[src/rtl/mxv_dot_engine.sv]
// mxv_dot_engine
// Sequential unsigned dot-product engine fed by two upstream FIFOs, one for
// matrix-row elements and one for vector elements. Each element pair takes two
// cycles: a pop cycle, then a multiply-accumulate cycle on the FIFO read data.
// The finished sum is held on result/result_valid until result_ready is high.
//
// Parameters
//   DW      operand element width
//   N_ELEM  element pairs per dot product (2 or more)
//   ACC_W   accumulator / result width
//
// Ports
//   clk            clock, rising edge
//   rst            asynchronous active-high reset
//   row_data       matrix-row FIFO read data (valid the cycle after row_pop)
//   row_empty      matrix-row FIFO empty flag
//   row_pop        matrix-row FIFO pop strobe
//   vec_data       vector FIFO read data (valid the cycle after vec_pop)
//   vec_empty      vector FIFO empty flag
//   vec_pop        vector FIFO pop strobe
//   result         completed dot product
//   result_valid   result holds a completed dot product
//   result_ready   downstream accepts result
//   busy           product in progress or awaiting handoff
//
// Build option
//   MXV_DOT_SAT_EN  when defined, accumulation saturates to all-ones instead
//                   of wrapping modulo 2^ACC_W.

module mxv_dot_engine #(
  parameter int DW     = 8,
  parameter int N_ELEM = 4,
  parameter int ACC_W  = 16
) (
  input  logic             clk,
  input  logic             rst,
  input  logic [DW-1:0]    row_data,
  input  logic             row_empty,
  output logic             row_pop,
  input  logic [DW-1:0]    vec_data,
  input  logic             vec_empty,
  output logic             vec_pop,
  output logic [ACC_W-1:0] result,
  output logic             result_valid,
  input  logic             result_ready,
  output logic             busy
);

  localparam int CNT_W  = $clog2(N_ELEM + 1);
  localparam int PROD_W = 2 * DW;

  typedef enum logic [1:0] {
    IDLE,
    POP,
    MAC,
    DONE
  } state_t;

  state_t             state_reg, state_next;
  logic [ACC_W-1:0]   acc_reg, acc_next;
  logic [ACC_W-1:0]   result_reg;
  logic [CNT_W-1:0]   cnt_reg, cnt_next;
  logic [PROD_W-1:0]  product;
  logic [ACC_W-1:0]   acc_base;
  logic [ACC_W-1:0]   acc_mac;
  logic               pop_ok;
  logic               pop_now;
  logic               last_elem;

  // Both FIFOs must have data; pops are also held off while reset is high so
  // nothing is consumed before the engine is running.
  assign pop_ok    = !row_empty && !vec_empty && !rst;
  assign last_elem = (cnt_reg == CNT_W'(N_ELEM - 1));

  assign product   = PROD_W'(row_data) * PROD_W'(vec_data);

  // The first MAC of a product starts from zero rather than the stale sum.
  assign acc_base  = (cnt_reg == '0) ? '0 : acc_reg;

`ifdef MXV_DOT_SAT_EN
  localparam int SUM_W = ((ACC_W > PROD_W) ? ACC_W : PROD_W) + 1;
  localparam logic [ACC_W-1:0] ACC_ALL1 = '1;

  logic [SUM_W-1:0] sum_full;

  // Once acc reaches all-ones any further non-negative addend keeps the true
  // sum above the limit, so the clamp is naturally sticky within a product.
  assign sum_full = SUM_W'(acc_base) + SUM_W'(product);
  assign acc_mac  = (sum_full > SUM_W'(ACC_ALL1)) ? ACC_ALL1 : ACC_W'(sum_full);
`else
  assign acc_mac  = acc_base + ACC_W'(product);
`endif

  always_comb begin
    state_next = state_reg;
    acc_next   = acc_reg;
    cnt_next   = cnt_reg;
    pop_now    = 1'b0;
    case (state_reg)
      IDLE, POP: begin
        if (pop_ok) begin
          pop_now    = 1'b1;
          state_next = MAC;
        end
      end
      MAC: begin
        acc_next   = acc_mac;
        cnt_next   = cnt_reg + CNT_W'(1);
        state_next = last_elem ? DONE : POP;
      end
      DONE: begin
        if (result_ready) begin
          cnt_next   = '0;
          state_next = IDLE;
        end
      end
      default: state_next = IDLE;
    endcase
  end

  always_ff @(posedge clk or posedge rst) begin
    if (rst) begin
      state_reg  <= IDLE;
      acc_reg    <= '0;
      cnt_reg    <= '0;
      result_reg <= '0;
    end else begin
      state_reg <= state_next;
      acc_reg   <= acc_next;
      cnt_reg   <= cnt_next;
      // Capture the final sum on the MAC -> DONE transition so result is
      // already correct in the first DONE cycle.
      if (state_reg == MAC && last_elem) begin
        result_reg <= acc_mac;
      end
    end
  end

  assign row_pop      = pop_now;
  assign vec_pop      = pop_now;
  assign result       = result_reg;
  assign result_valid = (state_reg == DONE);
  assign busy         = (state_reg != IDLE);

endmodule

[config.mk]
export PLATFORM = sky130hd
export DESIGN_NAME = mxv_dot_engine
export DESIGN_NICKNAME = d
export VERILOG_FILES = /design/src/rtl/mxv_dot_engine.sv
export SDC_FILE = /design/constraint.sdc
export NUM_CORES = 1
export LEC_CHECK = 0
export CORE_ASPECT_RATIO = 0.75
export CORE_MARGIN = 2
export CORE_UTILIZATION = 30
export CTS_BUF_LIST = sky130_fd_sc_hd__clkbuf_4 sky130_fd_sc_hd__clkbuf_8 sky130_fd_sc_hd__clkbuf_16
export CTS_CLUSTER_DIAMETER = 40
export DETAILED_ROUTE_END_ITERATION = 16
export PLACE_DENSITY = 0.46
export SYNTH_ARGS = -nofsm -noshare
export SYNTH_HDL_FRONTEND = slang
export SYNTH_SLANG_ARGS = --single-unit
export TNS_END_PERCENT = 5
[constraint.sdc]
create_clock -name clk -period 6.1 [get_ports clk]
set_clock_uncertainty 0.1 [all_clocks]
set_input_delay 1.22 -clock clk [delete_from_list [all_inputs] [get_ports clk]]
set_output_delay 1.22 -clock clk [all_outputs]
set_load 0.02 [all_outputs]
==> qor.txt <==
largest net degree at the start of global routing: 38
Critical Path Sink Type: register
WL met2: 4270 microns
IO Port Bufs: 40
via count: 3,052
H-Tree Depth: 2
largest family of logic cells by synthesized area: adder cells
mux cell area share after synthesis: 1.60%
core area: 0.0136 sq mm
CTS Hold Bufs: 0
f_max: 175 MHz
adder-cell share of the synthesized area: 35.7%
RSZ-0062 raised after global routing: false
aggregate global routing overflow: 0
Starting Density: 30.4%
Via density: 4.54
WL per Instance: 13.8 microns
antenna violations before repair: 0
Worst Path Arrival: 5.80 ns
initial DRC count: 75
Slew Limit Fails: 0
Met1 Wirelength: 4560 microns
worst slack, placed: 0.0923 ns
CTS sink count: 37
drt pass-1 iters: 4
fin crit share: 93.7%
die height: 106 microns
Hold Vio Cnt, Final: 0
worst-case clock buffer depth: 2
Mapped Nets: 560
Synth Register Bits: 37
Sequential Area: 926 sq um
CTS tree: done
dpl hpwl: 7690 microns
I/O pin count: 41
ys async rst share: 100%
top_reg_cell synth: dfrtp_1
post-route ant nets: 0
GRT Total Usage: 13.4%
clock root buffer: clkbuf_16
WHS: 0.367 ns
Hold Path Class: register to register
Ant. Diodes: 0
fill count: 1,446
post-synth design cell area: 0.00413 sq mm
Rel. slew slack: 26.3%
critical path data required time: 6.19 ns
Post-synth EDFFs: 0
first-pass GRT wire length: 15,900 microns
Final min period: 5.71 ns
YS warnings: 0
Clock Pin Slew Worst Setup and Hold Paths: 0.06 ns
crit-path max FO: 8
compound-cell area share of the yosys netlist: 9.50%
total CTS buffers: 5
post_cts resized: 0
wire length on met3: 363 microns
number of global-route vias before repair: 3,186
status: finished clean
xor/xnor cell area share of the yosys netlist: 2.88%
final worst setup slack: 0.385 ns
Setup Viol. Count Final: 0
Critical Path Source Type: primary input
Avg Cell Area, Syn: 9.17 sq um
die area: 0.0147 sq mm
setup TNS: 0 ns
Simple-Gate Fraction of Synth Area: 18.8%
Max-cap violations: 0
# Post-CTS Setup Buffers: 0
multi-input gate area in the final layout: 0.00283 sq mm
critical path type: primary input to register
Nets: 605
gpl congestion: 0.770
drt drc: 0
share of layout cells above drive strength 1: 6.44%
row count: 37
Layout area overhead: 19.0%
highest metal used: met4
Worst Max-Slew Pin Slew: 1.10 ns
gate count of the mapped netlist: 451
Unique masters post-synth: 47
worst skew pair latency: 0.28 ns
sequential area share after synthesis: 22.4%
die width: 140 microns
routed wire length: 9250 microns
[Yosys cell counts (2+ instances only)]
master / instances / share of area, %
o311ai_1: 2 / 0.42
inv_1: 87 / 7.9
a21oi_1: 9 / 1.1
o21ai_1: 3 / 0.36
nor2_1: 7 / 0.64
dfrtp_1: 37 / 22
buf_2: 2 / 0.24
xor2_1: 5 / 1.1
and2_1: 50 / 7.6
nand2b_1: 3 / 0.45
a21oi_2: 2 / 0.42
nand3_1: 3 / 0.36
mux2_2: 5 / 1.4
fa_1: 50 / 24
nor2b_1: 2 / 0.30
o21ai_0: 23 / 2.8
ha_1: 38 / 12
and3_1: 2 / 0.30
a211oi_1: 3 / 0.54
nor4_1: 2 / 0.30
o211ai_1: 3 / 0.54
xnor2_1: 6 / 1.3
nor3b_1: 3 / 0.54
a21o_1: 3 / 0.54
clkbuf_1: 6 / 0.54
o21a_1: 2 / 0.36
nand2_1: 73 / 6.6
[metal layers]
layer	GRT usage [%]	vias up
li1	-	1500
met1	19.1	1504
met2	21.4	40
met3	3.18	8
met4	1.57	0
met5	0	-
[stage by stage]
| stage | utilization, % | instances | area [sq um] |
|---|---|---|---|
| floorplan | - | 451 | 4130 |
| global placement | 35.0 | 664 | 4760 |
| detailed placement | 35.0 | 664 | 4760 |
| CTS | 36.1 | 672 | 4920 |
| global route | 36.1 | 672 | 4920 |
| finish | 36.1 | 672 | 4920 |
[layout by cell type (no fill, tap or decap), types with 3 or more instances in the layout]
cell type | Yosys | layout
nand2_1 | 73 | 73
a21oi_1 | 9 | 9
fa_1 | 50 | 50
clkdlybuf4s50_1 | 0 | 40
clkbuf_16 | 0 | 5
ha_1 | 38 | 38
o21ai_0 | 23 | 23
dfrtp_1 | 37 | 37
o21ai_1 | 3 | 3
buf_4 | 1 | 8
o211ai_1 | 3 | 3
nand3_1 | 3 | 3
mux2_2 | 5 | 5
xnor2_1 | 6 | 6
a21o_1 | 3 | 3
and2_1 | 50 | 50
inv_1 | 87 | 87
nor3b_1 | 3 | 3
nor2_1 | 7 | 7
nand2b_1 | 3 | 3
xor2_1 | 5 | 5
a211oi_1 | 3 | 3
[worst max-delay path, cell delays in order]
cell and delay, ns:
clkdlybuf4s50_1 0.56, and2_1 0.26, fa_1 0.53, inv_1 0.05
fa_1 0.47, inv_1 0.06, fa_1 0.53, inv_1 0.05
fa_1 0.52, inv_1 0.04, ha_1 0.35, a211oi_1 0.30
o21ai_1 0.18, a22oi_4 0.22, xnor3_1 0.34, o21ai_1 0.14
[logic make-up (layout without fill, tap and decap cells)]
family,Yosys count,count (layout)
adder cells (fa/ha/maj),88,88
AO/OA/AOI/OAI,59,59
multiplexers,6,6
buffers and inverters,97,143
XOR/XNOR,12,12
AND/OR/NAND/NOR,152,152
flip-flops,37,37
[layout make-up]
type                       instances  share of cell area (%)
tap                              175                    4.45
sequential                        37                    18.8
multi-input combinational        317                    57.5
clock buffer                       7                    3.10
inverter                          87                    6.64
timing repair buffer              48                    9.36
clock inverter                     1                   0.102
[path summary, 6_finish.rpt]
kind / to / slack, ns / cells after the start / startpoint
worst max-delay path: result[15] / 0.39 / 16 / row_data[3]
max in group asynchronous: acc_reg[9] / 4.26 / 3 / rst
worst min-delay path: acc_reg[0] / 0.37 / 2 / acc_reg[0]
worst max register to register: result[15] / 1.09 / 17 / cnt_reg[0]
worst min register to register: acc_reg[0] / 0.37 / 2 / acc_reg[0]
min in group asynchronous: state_reg[1] / 1.29 / 3 / rst
Power is not shown: default switching activity piles up to over one toggle a cycle in this logic, so the estimate is an artifact.
==> RTL change 1: new RTL, config.mk and constraints unchanged <==
The option `MXV_DOT_SAT_EN` is turned on by a define.
--- a/src/rtl/mxv_dot_engine.sv
+++ b/src/rtl/mxv_dot_engine.sv
@@ -28,2 +28,4 @@
 //                   of wrapping modulo 2^ACC_W.
+
+`define MXV_DOT_SAT_EN
 
Formal check against the unedited RTL: not equivalent (a bounded check fails within 10 cycles, from zero or initial values and one cycle with rst high).
==> RTL change 1 against the unedited design <==
  * Sequential share of layout area is 0.75 points lower
  * Synthesized area is 0.24% higher
  * Critical path type unchanged
  * Worst setup slack got worse by 95 ps
  * Critical path depth grew 1
  * Routed wire length up 2.7%
  * Cell area grew 4.1%
  * First-iteration DRC count grew 120%
  * Sequential cell count unchanged
Power is not shown: default switching activity piles up to over one toggle a cycle in this logic, so the estimate is an artifact.
==> RTL change 1: results (changes against the unedited design) <==
Outcome
  • Status: finished clean

Detailed routing
  • Via count: 3263 (+6.9%)
  • 1st-iter DRT viols: 165 (+120%)
  • Routed vias/inst: 4.63 (+2.1%)
  • Metal2 WL: 4310 um (+0.82%)
  • Routed len/inst: 13.5 um (-1.9%)
  • Metal-1 WL: 4920 um (+7.9%)

Global route
  • Vias in the first global route: 3563 (+12%)
  • First-pass GRT wire length: 16900 um (+6.2%)
  • M2 GR Usage: 23.1% (+1.7 points)
  • Gr usage total: 14.1% (+0.68 points)
  • GR Util met1: 20.1% (+1.0 points)
  • GR Util met3: 2.14% (-1.0 points)

Synth
  • Syn_nets: 572 (+2.1%)
  • Gate Count Post-Synth: 461 (+2.2%)
  • Post-synthesis mux area share: 0.242% (-1.4 points)
  • Distinct cell type count after synthesis: 45 (-4.3%)
  • Synthesized-area fraction occupied by adder cells: 36.4% (+0.70 points)
  • Synth top area cells: fa_1, dfrtp_1, ha_1
  • XOR/XNOR Fraction of Synth Area: 1.48% (-1.4 points)

Finish
  • Layout cells sized above 1: 8.70% (+2.3 points)
  • Finished Cell Area: 5120 um^2 (+4.1%)
  • Fin nets: 639 (+5.6%)

Place
  • GPL Wtd Cong: 0.786 (+2.0%)
  • Post-DP HPWL: 8200 um (+6.6%)
  • Area after DPL: 4950 um^2 (+3.9%)
  • Pre-CTS WS: 1.25 ps (-91.0 ps)

Worst setup path
  • Worst EP required: 6130 ps (-60 ps)
  • CP peak stage delay: 660 ps (+100 ps)
## RTL change 1: changes by cell type after synthesis, sizes merged, moves of 3 or more
cell   delta
nand3     -3
a31oi    +14
nor2     +14
nor3      +7
nand2    -17
mux2      -5
inv       -4
a21oi     +7
nor3b     -4
## RTL change 1: cell type report
type                            count  area share (%)
Inverter                           83            6.08
Clock buffer                        7            2.86
Timing Repair Buffer               70            12.5
Multi-Input combinational cell    331            55.7
Sequential cell                    37            18.1
Clock inverter                      1           0.586
Tap cell                          175            4.27
## RTL change 1: path summary, 6_finish.rpt
kind | start | endpoint | slack, ps
hold reg to reg | cnt_reg[2] | cnt_reg[2] | 380
min in group asynchronous | rst | cnt_reg[0] | 1290
setup / recovery | vec_data[1] | result[13] | 290
hold / removal | cnt_reg[2] | cnt_reg[2] | 380
max in group asynchronous | rst | acc_reg[14] | 4270
setup reg to reg | cnt_reg[0] | result[13] | 970
==> RTL change 2: new RTL, config.mk and constraints unchanged <==
Without the edit above. Encoding of `state_t`: now one-hot (4 bits for 4 states).
--- a/src/rtl/mxv_dot_engine.sv
+++ b/src/rtl/mxv_dot_engine.sv
@@ -51,7 +51,7 @@
 
-  typedef enum logic [1:0] {
-    IDLE,
-    POP,
-    MAC,
-    DONE
+  typedef enum logic [3:0] {
+    IDLE = 4'b0001,
+    POP  = 4'b0010,
+    MAC  = 4'b0100,
+    DONE = 4'b1000
   } state_t;
Function: same outputs for any inputs over 10 cycles, from zero or initial values and one cycle with rst high; not proved beyond that.
==> RTL change 2 against the unedited design <==
  * Via count about the same
  * Sequential cell count rose by 2
  * Maximum frequency grew 1.2%
  * Routed wire length fell by 2.5%
  * Worst setup slack better by 66 ps
  * Sequential share of layout area grew 0.99 points
  * Cell area is 0.28% higher
  * Synthesized area up 0.85%
  * First-iteration DRC count up 100%
  * Highest routed layer unchanged
==> RTL change 2: results (changes against the unedited design) <==
Outcome
  • Status: finished clean

Synth
  • Seq/Total Area, Yosys: 23.4% (+1.0 points)
  • Synthesized-area fraction occupied by adder cells: 35.4% (-0.30 points)
  • Post-synthesis mux area share: 1.92% (+0.32 points)
  • Distinct cell type count after synthesis: 40 (-15%)
  • Syn_nets: 565 (+0.89%)
  • Synth Area in Compound Gates: 8.76% (-0.74 points)
  • XOR/XNOR Fraction of Synth Area: 3.27% (+0.40 points)

Worst setup path
  • CP endpoint: acc_reg[15]
  • Crit path arrival time: 5720 ps (-80 ps)
  • R2R setup slack: 960 ps (-130 ps)
  • CP peak stage delay: 660 ps (+100 ps)
  • FF-to-FF path depth: 18 (+1)
  • RR Endpoint: result[14]
  • Crit path launch: row_data[1]

STA
  • Slew @ Worst Pin: 1020 ps (-78.2 ps)
  • Fmax: 0.177 GHz (+1.2%)

Global route
  • Largest net degree at the start of global routing: 40 (+5.3%)
  • First-pass GRT wire length: 15700 um (-1.3%)
  • M2 GR Usage: 21.0% (-0.39 points)
  • Gr usage total: 13.1% (-0.27 points)

Place
  • Post-DP HPWL: 7280 um (-5.3%)
  • Pre-CTS WS: 132 ps (+39.8 ps)

Finish
  • Post-route insts no fill: 673 (+0.15%)
  • Layout cells sized above 1: 4.42% (-2.0 points)
  • Filler instances: 1386 (-4.1%)

Detailed routing
  • Routed WL: 9020 um (-2.5%)
  • 1st-iter DRT viols: 153 (+100%)
==> RTL change 2: worst min path at each step <==
stage | from | end | slack [ps] | cells after the start
3_3_place_gp | acc_reg[2] | acc_reg[2] | 360 | 2
6_report | acc_reg[2] | acc_reg[2] | 370 | 2
4_1_cts | acc_reg[2] | acc_reg[2] | 370 | 2
2_1_floorplan | acc_reg[0] | acc_reg[0] | 340 | 2
3_5_place_dp | acc_reg[2] | acc_reg[2] | 360 | 2
5_1_grt | acc_reg[2] | acc_reg[2] | 410 | 2
==> RTL change 2: final cells by class <==
cell class | count | area (um^2) | area share, %
clock inverters | 2 | 35.0 | 0.710
well taps | 175 | 219 | 4.44
clock buffers | 6 | 139 | 2.82
flip-flops and latches | 39 | 977 | 19.8
inverters | 88 | 330 | 6.70
multi-input cells | 320 | 2810 | 57.0
repair buffers | 43 | 423 | 8.57
